**src/rtl/cfifo_cpu_arbiter_pkg.sv**
```systemverilog
// Shared types for the FIFO CPU-port arbiter: FSM states, owner encoding,
// and the FIFO CPU address field layout (send/ctrl/cmd/addr).
package cfifo_cpu_arbiter_pkg;

  typedef enum logic [2:0] {
    ST_IDLE   = 3'd0,
    ST_ISSUE  = 3'd1,
    ST_WAIT   = 3'd2,
    ST_DONE   = 3'd3,
    ST_LOCKED = 3'd4
  } arb_state_e;

  typedef enum logic {
    OWN_A = 1'b0,
    OWN_B = 1'b1
  } owner_e;

  // FIFO CPU address encoding; the arbiter passes it through untouched.
  localparam int unsigned SEND_BIT = 12;
  localparam int unsigned CTRL_BIT = 11;
  localparam int unsigned CMD_MSB  = 10;
  localparam int unsigned CMD_LSB  = 9;
  localparam int unsigned ADDR_MSB = 8;

  // The requester that is not the current owner.
  function automatic owner_e other_owner(input owner_e o);
    return (o == OWN_A) ? OWN_B : OWN_A;
  endfunction

endpackage

```
**src/rtl/cfifo_rr_pick.sv**
```systemverilog
// 2-way round-robin selector.
//   req_a/req_b : pending requests
//   ptr         : preferred requester when both are pending
//   grant_a/b   : one-hot (or zero) winner, combinational
module cfifo_rr_pick
  import cfifo_cpu_arbiter_pkg::*;
(
  input  logic   req_a,
  input  logic   req_b,
  input  owner_e ptr,
  output logic   grant_a,
  output logic   grant_b
);

  always_comb begin
    grant_a = 1'b0;
    grant_b = 1'b0;
    if (req_a && req_b) begin
      grant_a = (ptr == OWN_A);
      grant_b = (ptr == OWN_B);
    end else begin
      grant_a = req_a;
      grant_b = req_b;
    end
  end

endmodule

```
**src/rtl/cfifo_cpu_arbiter.sv**
```systemverilog
// Shares the FIFO controller CPU port between the host bridge (A) and the
// packet processor (B). Single-beat accesses, round-robin with optional lock
// and a lock-hold timeout.
//   clk, reset (async, active-low)
//   a_*/b_*         : requester side (req/lock/wen/addr/din in; gnt/ack/dout out)
//   fifo_cpu_*      : controller CPU port
//   busy            : arbiter not idle
//   lock_timeout_err: sticky, set when a lock is force-released
module cfifo_cpu_arbiter
  import cfifo_cpu_arbiter_pkg::*;
#(
  parameter int unsigned ADDR_WIDTH   = 64,
  parameter int unsigned DATA_WIDTH   = 64,
  parameter int unsigned RD_LATENCY   = 1,
  parameter int unsigned LOCK_TIMEOUT = 255,
  parameter int unsigned TO_WIDTH     = 8
) (
  input  logic                  clk,
  input  logic                  reset,
  input  logic                  a_req,
  input  logic                  a_lock,
  input  logic                  a_wen,
  input  logic [ADDR_WIDTH-1:0] a_addr,
  input  logic [DATA_WIDTH-1:0] a_din,
  output logic                  a_gnt,
  output logic                  a_ack,
  output logic [DATA_WIDTH-1:0] a_dout,
  input  logic                  b_req,
  input  logic                  b_lock,
  input  logic                  b_wen,
  input  logic [ADDR_WIDTH-1:0] b_addr,
  input  logic [DATA_WIDTH-1:0] b_din,
  output logic                  b_gnt,
  output logic                  b_ack,
  output logic [DATA_WIDTH-1:0] b_dout,
  output logic [ADDR_WIDTH-1:0] fifo_cpu_addr,
  output logic [DATA_WIDTH-1:0] fifo_cpu_din,
  output logic                  fifo_cpu_wen,
  input  logic [DATA_WIDTH-1:0] fifo_cpu_dout,
  output logic                  busy,
  output logic                  lock_timeout_err
);

  localparam int unsigned LAT_W = $clog2(RD_LATENCY + 1);

  arb_state_e            state_q, state_d;
  owner_e                owner_q, owner_d;
  owner_e                ptr_q, ptr_d;
  logic [LAT_W-1:0]      lat_q, lat_d;
  logic [TO_WIDTH-1:0]   to_q, to_d;
  logic                  err_d;
  logic                  capture;
  logic                  pick_a, pick_b;
  logic                  cur_req, cur_lock;
  logic                  nxt_wen;
  logic [ADDR_WIDTH-1:0] nxt_addr, addr_d;
  logic [DATA_WIDTH-1:0] nxt_din, din_d;
  logic                  wen_d, a_gnt_d, b_gnt_d, a_ack_d, b_ack_d;

  cfifo_rr_pick u_pick (
    .req_a   (a_req),
    .req_b   (b_req),
    .ptr     (ptr_q),
    .grant_a (pick_a),
    .grant_b (pick_b)
  );

  // Current owner's hold signals, and the next owner's access payload.
  assign cur_req  = (owner_q == OWN_B) ? b_req  : a_req;
  assign cur_lock = (owner_q == OWN_B) ? b_lock : a_lock;
  assign nxt_wen  = (owner_d == OWN_B) ? b_wen  : a_wen;
  assign nxt_addr = (owner_d == OWN_B) ? b_addr : a_addr;
  assign nxt_din  = (owner_d == OWN_B) ? b_din  : a_din;

  // Next-state and next-output decode.
  always_comb begin
    state_d = state_q;
    owner_d = owner_q;
    ptr_d   = ptr_q;
    lat_d   = lat_q;
    to_d    = to_q;
    err_d   = lock_timeout_err;
    capture = 1'b0;
    addr_d  = '0;
    din_d   = '0;
    wen_d   = 1'b0;
    a_gnt_d = 1'b0;
    b_gnt_d = 1'b0;
    a_ack_d = 1'b0;
    b_ack_d = 1'b0;

    case (state_q)
      ST_IDLE: begin
        if (pick_a || pick_b) begin
          owner_d = pick_b ? OWN_B : OWN_A;
          state_d = ST_ISSUE;
        end
      end
      ST_ISSUE: begin
        // fifo_cpu_wen holds the latched direction of the access in flight.
        to_d = '0;
        if (fifo_cpu_wen) begin
          state_d = ST_DONE;
        end else begin
          state_d = ST_WAIT;
          lat_d   = LAT_W'(1);
        end
      end
      ST_WAIT: begin
        if (lat_q == LAT_W'(RD_LATENCY)) begin
          capture = 1'b1;
          state_d = ST_DONE;
        end else begin
          lat_d = lat_q + LAT_W'(1);
        end
      end
      ST_DONE: begin
        if (cur_lock) begin
          state_d = ST_LOCKED;
          to_d    = '0;
        end else begin
          state_d = ST_IDLE;
          ptr_d   = other_owner(owner_q);
        end
      end
      ST_LOCKED: begin
        if (cur_req) begin
          state_d = ST_ISSUE;
          to_d    = '0;
        end else if (!cur_lock) begin
          state_d = ST_IDLE;
          ptr_d   = other_owner(owner_q);
          to_d    = '0;
        end else if ((to_q + TO_WIDTH'(1)) == TO_WIDTH'(LOCK_TIMEOUT)) begin
          state_d = ST_IDLE;
          ptr_d   = other_owner(owner_q);
          err_d   = 1'b1;
          to_d    = '0;
        end else begin
          to_d = to_q + TO_WIDTH'(1);
        end
      end
      default: state_d = ST_IDLE;
    endcase

    // Bus drive: payload on entry to ISSUE, held through WAIT, zero otherwise.
    if (state_d == ST_ISSUE) begin
      addr_d = nxt_addr;
      din_d  = nxt_din;
      wen_d  = nxt_wen;
    end else if (state_d == ST_WAIT) begin
      addr_d = fifo_cpu_addr;
      din_d  = fifo_cpu_din;
    end

    a_gnt_d = (state_d != ST_IDLE) && (owner_d == OWN_A);
    b_gnt_d = (state_d != ST_IDLE) && (owner_d == OWN_B);
    a_ack_d = (state_d == ST_DONE) && (owner_d == OWN_A);
    b_ack_d = (state_d == ST_DONE) && (owner_d == OWN_B);
  end

  // State and registered outputs.
  always_ff @(posedge clk or negedge reset) begin
    if (!reset) begin
      state_q          <= ST_IDLE;
      owner_q          <= OWN_A;
      ptr_q            <= OWN_A;
      lat_q            <= '0;
      to_q             <= '0;
      lock_timeout_err <= 1'b0;
      fifo_cpu_addr    <= '0;
      fifo_cpu_din     <= '0;
      fifo_cpu_wen     <= 1'b0;
      a_gnt            <= 1'b0;
      b_gnt            <= 1'b0;
      a_ack            <= 1'b0;
      b_ack            <= 1'b0;
      a_dout           <= '0;
      b_dout           <= '0;
      busy             <= 1'b0;
    end else begin
      state_q          <= state_d;
      owner_q          <= owner_d;
      ptr_q            <= ptr_d;
      lat_q            <= lat_d;
      to_q             <= to_d;
      lock_timeout_err <= err_d;
      fifo_cpu_addr    <= addr_d;
      fifo_cpu_din     <= din_d;
      fifo_cpu_wen     <= wen_d;
      a_gnt            <= a_gnt_d;
      b_gnt            <= b_gnt_d;
      a_ack            <= a_ack_d;
      b_ack            <= b_ack_d;
      busy             <= (state_d != ST_IDLE);
      if (capture && (owner_q == OWN_A)) a_dout <= fifo_cpu_dout;
      if (capture && (owner_q == OWN_B)) b_dout <= fifo_cpu_dout;
    end
  end

endmodule
```
**config.mk**
```make
export PLATFORM = sky130hd
export DESIGN_NAME = cfifo_cpu_arbiter
export DESIGN_NICKNAME = d
export VERILOG_FILES = /design/src/rtl/cfifo_cpu_arbiter_pkg.sv /design/src/rtl/cfifo_rr_pick.sv /design/src/rtl/cfifo_cpu_arbiter.sv
export SDC_FILE = /design/constraint.sdc
export NUM_CORES = 1
export LEC_CHECK = 0
export ABC_CLOCK_PERIOD_IN_PS = 3970
export CAP_MARGIN = 20
export CORE_AREA = 4 4 225 227
export DETAILED_ROUTE_END_ITERATION = 16
export DIE_AREA = 0 0 229 231
export GPL_TIMING_DRIVEN = 0
export PLACE_DENSITY = 0.59
export SKIP_LAST_GASP = 1
export SYNTH_ARGS = -nofsm -noshare
export SYNTH_HDL_FRONTEND = slang
export SYNTH_SLANG_ARGS = --single-unit
```
**constraint.sdc**
```tcl
create_clock -name clk -period 3.97 [get_ports clk]
set_clock_uncertainty 0.2 [all_clocks]
set_input_delay 0.794 -clock clk [delete_from_list [all_inputs] [get_ports clk]]
set_output_delay 0.794 -clock clk [all_outputs]
set_load 0.02 [all_outputs]
```
==> qor.yml, run 1 <==
status: "finished with violations"
violations: "negative hold slack"
syn_area_per_cell_um2: 12.4
gp_routability_congestion: 0.798
layout_setup_ws_ps: 843
postPlaceCellArea_um2: 18500
drc: 0
worstPathArrival_ps: 3300
power_frac_seq_pct: 28.5
synth-seq-cells: 277
period_needed_ps: 3130
ant_nets: 0
cts_tree: "done"
synth_cell_types: 44
clk_latency_ps: 530
synthTopCellsByArea: "dfrtp_1, mux2_2, mux2i_1, o21ai_0, nand2_1"
postSynthNetCount: 1279
clockRootBuffer: "clkbuf_16"
cts_resized: 0
required_ps: 4140
initial_core_util_pct: 24.2
core-area_um2: 48600
synth_largest_area_cell: "dfrtp_1"
end_kind: "flip-flop"
worst-setup-path-type: "in -> reg"
gr-total-overflow: 0
totalWireLength_mm: 46.5
placementRows: 81
reg2reg_from: "state_q[0]"
grt_pass1_vias: 10800
ios: 591
finalPower_w: 0.0159
final-setup-viol-count: 0
yosysSeqAreaShare_pct: 59.0
dieArea_um2: 52900
final_cell_mix: "clkdlybuf4s50_1, dfrtp_1, nand2_1"
p_int_w: 0.00968
critical_path.startpoint: "b_req"
grt_max_degree: 114
post-cts-setup-buffers: 0
cts-htree-levels: 2
fin_nets: 1907
crit_fanout: 10
clk_pin_slew_ps: 60
hold_buffers: 0
wl_per_cell_um: 20.9
via_per_inst: 4.39
yosysTopAreaCellShare_pct: 59.0
hold_viol_final: 1
max-vdd-ir-drop_mv: 0.234
switching_power_w: 0.00618
critPathSlowestCell: "mux2i_1"
clock_path_buffers: 3
cp_slowest_stage_delay_ps: 650
rsz0062_at_grt: "no"
holdWs_ps: -1.59
fmax_ghz: 0.320
synth_area_um2: 11800
slew_viol_final: 0
hold_class: "in -> async"
maxCapViolations: 0
power.density_nw_per_um2: 808
p_leak_nw: 8.41
clock_power_share_pct: 19.7
cts_buffers: 34
worst_slew_margin_rel_pct: 39.5
swShare_pct: 39.0
crit_path_start_kind: "input port"
grt_pass1_wl_mm: 67.8
pre_cts_ws_ps: 97.7
syn_inst: 949
cts_sinks: 277
final.fill_count: 4710
antenna_found_initial: 5
pwr-share-comb_pct: 51.8
portBuffers: 590
first_pass_iters: 4
critical_path.cell_chain: "clkdlybuf4s50_1 > nand2_1 > a31o_2 > inv_2 > buf_2 > mux2i_1 > o21ai_0"
syn_to_final_growth_pct: 67.1
worst_slew_pin_slew_ps: 901
post_route_cells_drive_above_1_share_pct: 14.9
drt_iter0_drc: 323
die_x_um: 229
die_y_um: 231
via_count: 9761
final_common_cell: "clkdlybuf4s50_1"
final_area_um2: 19600
post-dp-hpwl_mm: 37.7
groute.usage.overall_pct: 16.9
min_period_over_period_pct: 78.8
synth_warnings: 0
metrics by stage:
step,setup TNS (ps),instances,util [%]
after CTS,0,2224,40.4
after floorplan,0,949,-
final,0,2225,40.4
after detailed placement,0,2163,38.0
after global routing,0,2224,40.4
after global placement,-2852530,2161,37.9
metal layers:
metal	GRT usage, %	vias up	share of wire (%)
met5	0	-	0.058
li1	-	4568	-
met4	4.75	4	2.8
met1	19.0	4704	38
met2	30.5	421	51
met3	5.90	64	8.6
Yosys cell counts (all sizes together):
cell	count
a22oi	2
a211o	2
a21o	1
clkbuf	12
or2	1
xor2	1
o21ai	136
and2	1
inv	10
or3	1
mux2i	130
nand3	7
a31oi	2
ha	2
mux2	128
o22ai	1
dfrtp	277
nand2	144
and2b	1
buf	45
nor3	5
o21a	2
nand2b	5
nand4	1
a41o	1
nor2b	1
xnor2	2
nor2	11
o211ai	1
nor4	1
o21bai	2
a21oi	8
a31o	1
and3	3
a211oi	1
area by class of cell:
class	count	area, µm²	area share, %
flip-flops and latches	277	6930	35.3
repair buffers	592	5970	30.4
multi-input cells	605	4430	22.6
clock buffers	52	1050	5.35
well taps	622	778	3.96
plain buffers	57	353	1.80
clock inverters	9	86.3	0.440
inverters	10	37.5	0.191
diodes	1	2.50	0.0127
power by group through the flow:
stage / clock (W) / combinational, W / sequential [W]
6_report: 0.00313 / 0.00822 / 0.00452
5_1_grt: 0.00335 / 0.00879 / 0.00466
4_1_cts: 0.00324 / 0.00841 / 0.00453
3_5_place_dp: 0 / 0.00839 / 0.00457
3_3_place_gp: 0 / 0.00831 / 0.00454
2_1_floorplan: 0 / 0.00307 / 0.00583
state kept, by name (all words and copies together), names as in the netlist:
signal	flops
a_dout	64
b_dout	64
fifo_cpu_addr	64
fifo_cpu_din	64
to_q	8
state_q	3
a_ack	1
a_gnt	1
b_ack	1
b_gnt	1
busy	1
fifo_cpu_wen	1
lat_q	1
lock_timeout_err	1
owner_q	1
ptr_q	1
kinds of logic (layout without fill, tap and decap cells):
| family | Yosys count | count (layout) | synth area share (%) |
|---|---|---|---|
| flip-flops | 277 | 277 | 59.0 |
| multiplexers | 258 | 258 | 23.3 |
| AND/OR/NAND/NOR | 182 | 182 | 6.51 |
| AO/OA/AOI/OAI | 160 | 160 | 7.43 |
| buffers and inverters | 67 | 720 | 3.32 |
| XOR/XNOR | 3 | 3 | 0.224 |
| adder cells (fa/ha/maj) | 2 | 2 | 0.213 |
| other | 0 | 1 | 0 |
worst paths after layout:
check                                          to  slack [ps]  cells after the start
min in group clk                  fifo_cpu_din[8]         280                      2
max in group asynchronous              b_dout[14]        2580                      2
worst max-delay path             fifo_cpu_din[33]         840                      7
worst min-delay path            fifo_cpu_addr[47]          -2                      1
worst min register to register    fifo_cpu_din[8]         280                      2
worst max register to register   fifo_cpu_din[33]         860                      8
critical path, delay by kind of cell:
family / cells / cell delay, ps
mux: 1 / 650
compound gates: 2 / 430
simple gates: 1 / 60
buf+inv: 3 / 1340
No activity file was read; power rests on OpenSTA's default activity.
==> run 2, diff against run 1 <==
--- a/config.mk
+++ b/config.mk
@@ -5,11 +5,11 @@
 export SDC_FILE = /design/constraint.sdc
 export NUM_CORES = 1
 export LEC_CHECK = 0
-export ABC_CLOCK_PERIOD_IN_PS = 3970
+export ABC_CLOCK_PERIOD_IN_PS = 3000
 export CAP_MARGIN = 20
-export CORE_AREA = 4 4 225 227
+export CORE_AREA = 4 4 226 228
 export DETAILED_ROUTE_END_ITERATION = 16
-export DIE_AREA = 0 0 229 231
+export DIE_AREA = 0 0 230 232
 export GPL_TIMING_DRIVEN = 0
 export PLACE_DENSITY = 0.59
 export SKIP_LAST_GASP = 1
==> constraint.sdc (replaced) <==
create_clock -name clk -period 3 [get_ports clk]
set_clock_uncertainty 0.2 [all_clocks]
set_input_delay 0.6 -clock clk [delete_from_list [all_inputs] [get_ports clk]]
set_output_delay 0.6 -clock clk [all_outputs]
set_load 0.02 [all_outputs]
==> qor.yml, run 2 (synthesis gave the netlist of run 1 again) <==
critPathSlowestCell: "buf_2"
path_buf_inv: 3
required_ps: 3180
grt_pass1_wl_mm: 67.5
worst_slew_pin_slew_ps: 1030
placementRows: 81
clock_path_buffers: 3
core-area_um2: 48800
gp_routability_congestion: 0.795
max-vdd-ir-drop_mv: 0.335
rrSetupSlack_ps: 290
gr-total-overflow: 0
whs_path_depth: 2
final-setup-viol-count: 0
crit_fanout: 10
end_kind: "flip-flop"
path_common_cell: "buf_2"
worst-r2r-cell-count: 8
cp_slowest_stage_delay_ps: 500
regToRegEndpoint: "fifo_cpu_din[26]"
via_count: 9781
worstHoldStart: "fifo_cpu_din[41]"
worst_slew_margin_rel_pct: 31.1
seq_area_um2: 6930
totalWireLength_mm: 46.4
grt_max_degree: 121
reg2reg_from: "state_q[0]"
layout_setup_ws_ps: 292
wl_per_cell_um: 20.5
period_needed_ps: 2710
post-cts-setup-buffers: 0
clk_latency_ps: 520
hold_viol_final: 0
clk_pin_slew_ps: 60
fin_nets: 1908
final_common_cell: "clkdlybuf4s50_1"
slew_viol_final: 0
via_per_inst: 4.32
pre_cts_ws_ps: -380
finalPower_w: 0.0208
post_route_cells_drive_above_1_share_pct: 14.6
cts_buffers: 34
multi_input_area_um2: 4440
initial_core_util_pct: 24.1
post-route-util_pct: 40.2
p_leak_nw: 8.39
drt_iter0_drc: 426
cts_sinks: 277
final_cell_mix: "clkdlybuf4s50_1, dfrtp_1, nand2_1"
clockRootBuffer: "clkbuf_16"
drc: 0
crit_cells: 8
rsz0062_at_grt: "no"
syn_to_final_growth_pct: 67.0
ant_nets: 0
fmax_ghz: 0.369
cp_top_family: "buffers and inverters"
die_x_um: 230
post-dp-hpwl_mm: 37.6
groute.usage.overall_pct: 16.8
hold_class: "reg -> reg"
ios: 591
antenna_found_initial: 5
grt_pass1_vias: 10500
hold_path_end: "fifo_cpu_din[41]"
crit_path_start_kind: "flip-flop"
die_y_um: 232
maxCapViolations: 0
worst-setup-path-type: "reg -> reg"
final.fill_count: 4871
power.density_nw_per_um2: 1060
dieArea_um2: 53400
setup_tns_ps: 0
worstPathArrival_ps: 2880
min_period_over_period_pct: 90.3
cts-htree-levels: 2
cts_tree: "done"
critical_path.cell_chain: "buf_2 > nor3_2 > a21oi_1 > a31o_2 > inv_2 > buf_2 > mux2i_1 > o21ai_0"
status: "finished clean"
first_pass_iters: 4
portBuffers: 590
run 2: cell types whose count changed in the layout (fill, tap and decap cells not counted):
cell / previous run / this run
diode_2: 1 / 2
clkbuf_8: 11 / 6
dlygate4sd3_1: 0 / 1
clkinv_2: 3 / 5
clkinvlp_4: 2 / 0
nand3_2: 0 / 1
nand3_1: 7 / 6
run 2: final cells by class:
| cell class | count | share of cell area (%) |
|---|---|---|
| antenna | 2 | 0.0255 |
| buffer | 57 | 1.80 |
| clock buffer | 47 | 5.00 |
| clock inverter | 9 | 0.414 |
| inverter | 10 | 0.191 |
| multi-input combinational | 605 | 22.6 |
| sequential | 277 | 35.3 |
| tap | 664 | 4.23 |
| timing repair buffer | 593 | 30.4 |
run 2: worst max path at each step:
stage | start | to
3_5_place_dp | b_req | fifo_cpu_din[35]
6_report | state_q[0] | fifo_cpu_din[26]
5_1_grt | state_q[0] | fifo_cpu_din[26]
4_1_cts | owner_q | fifo_cpu_din[33]
2_1_floorplan | to_q[0] | to_q[6]
3_3_place_gp | reset | a_dout[10]
run 2: per-stage QoR:
step	std cells	area (µm²)	hold slack [ps]
6_report	2264	19600	275
2_1_floorplan	949	11800	104
3_5_place_dp	2205	18600	269
3_3_place_gp	2203	18500	261
5_1_grt	2263	19600	297
4_1_cts	2262	19600	282
run 2: report_power, final:
part / switching [W] / internal, W / total [W]
Sequential: 0.000738 / 0.00523 / 0.00597
Clock: 0.00158 / 0.00237 / 0.00394
Combinational: 0.00579 / 0.00507 / 0.0109
run 2: what timing repair did:
item | in CTS | in global routing
resized for setup | 0 | 1
setup endpoints to repair | 0 | 22
hold buffers | 1 | 0
hold endpoints to repair | 45 | 0
run 2: routing by layer:
| layer | track usage [%] | wire length [µm] | vias to the layer above |
|---|---|---|---|
| met5 | 0 | 23 | - |
| met4 | 4.69 | 1130 | 4 |
| met3 | 6.29 | 4130 | 58 |
| met1 | 18.8 | 17600 | 4737 |
| met2 | 30.0 | 23500 | 417 |
| li1 | - | - | 4565 |
run 2: worst min-delay path, cell delays in order (launching register included):
cell	delay [ps]
dfrtp_1	340
nand2_1	40
o21ai_0	60
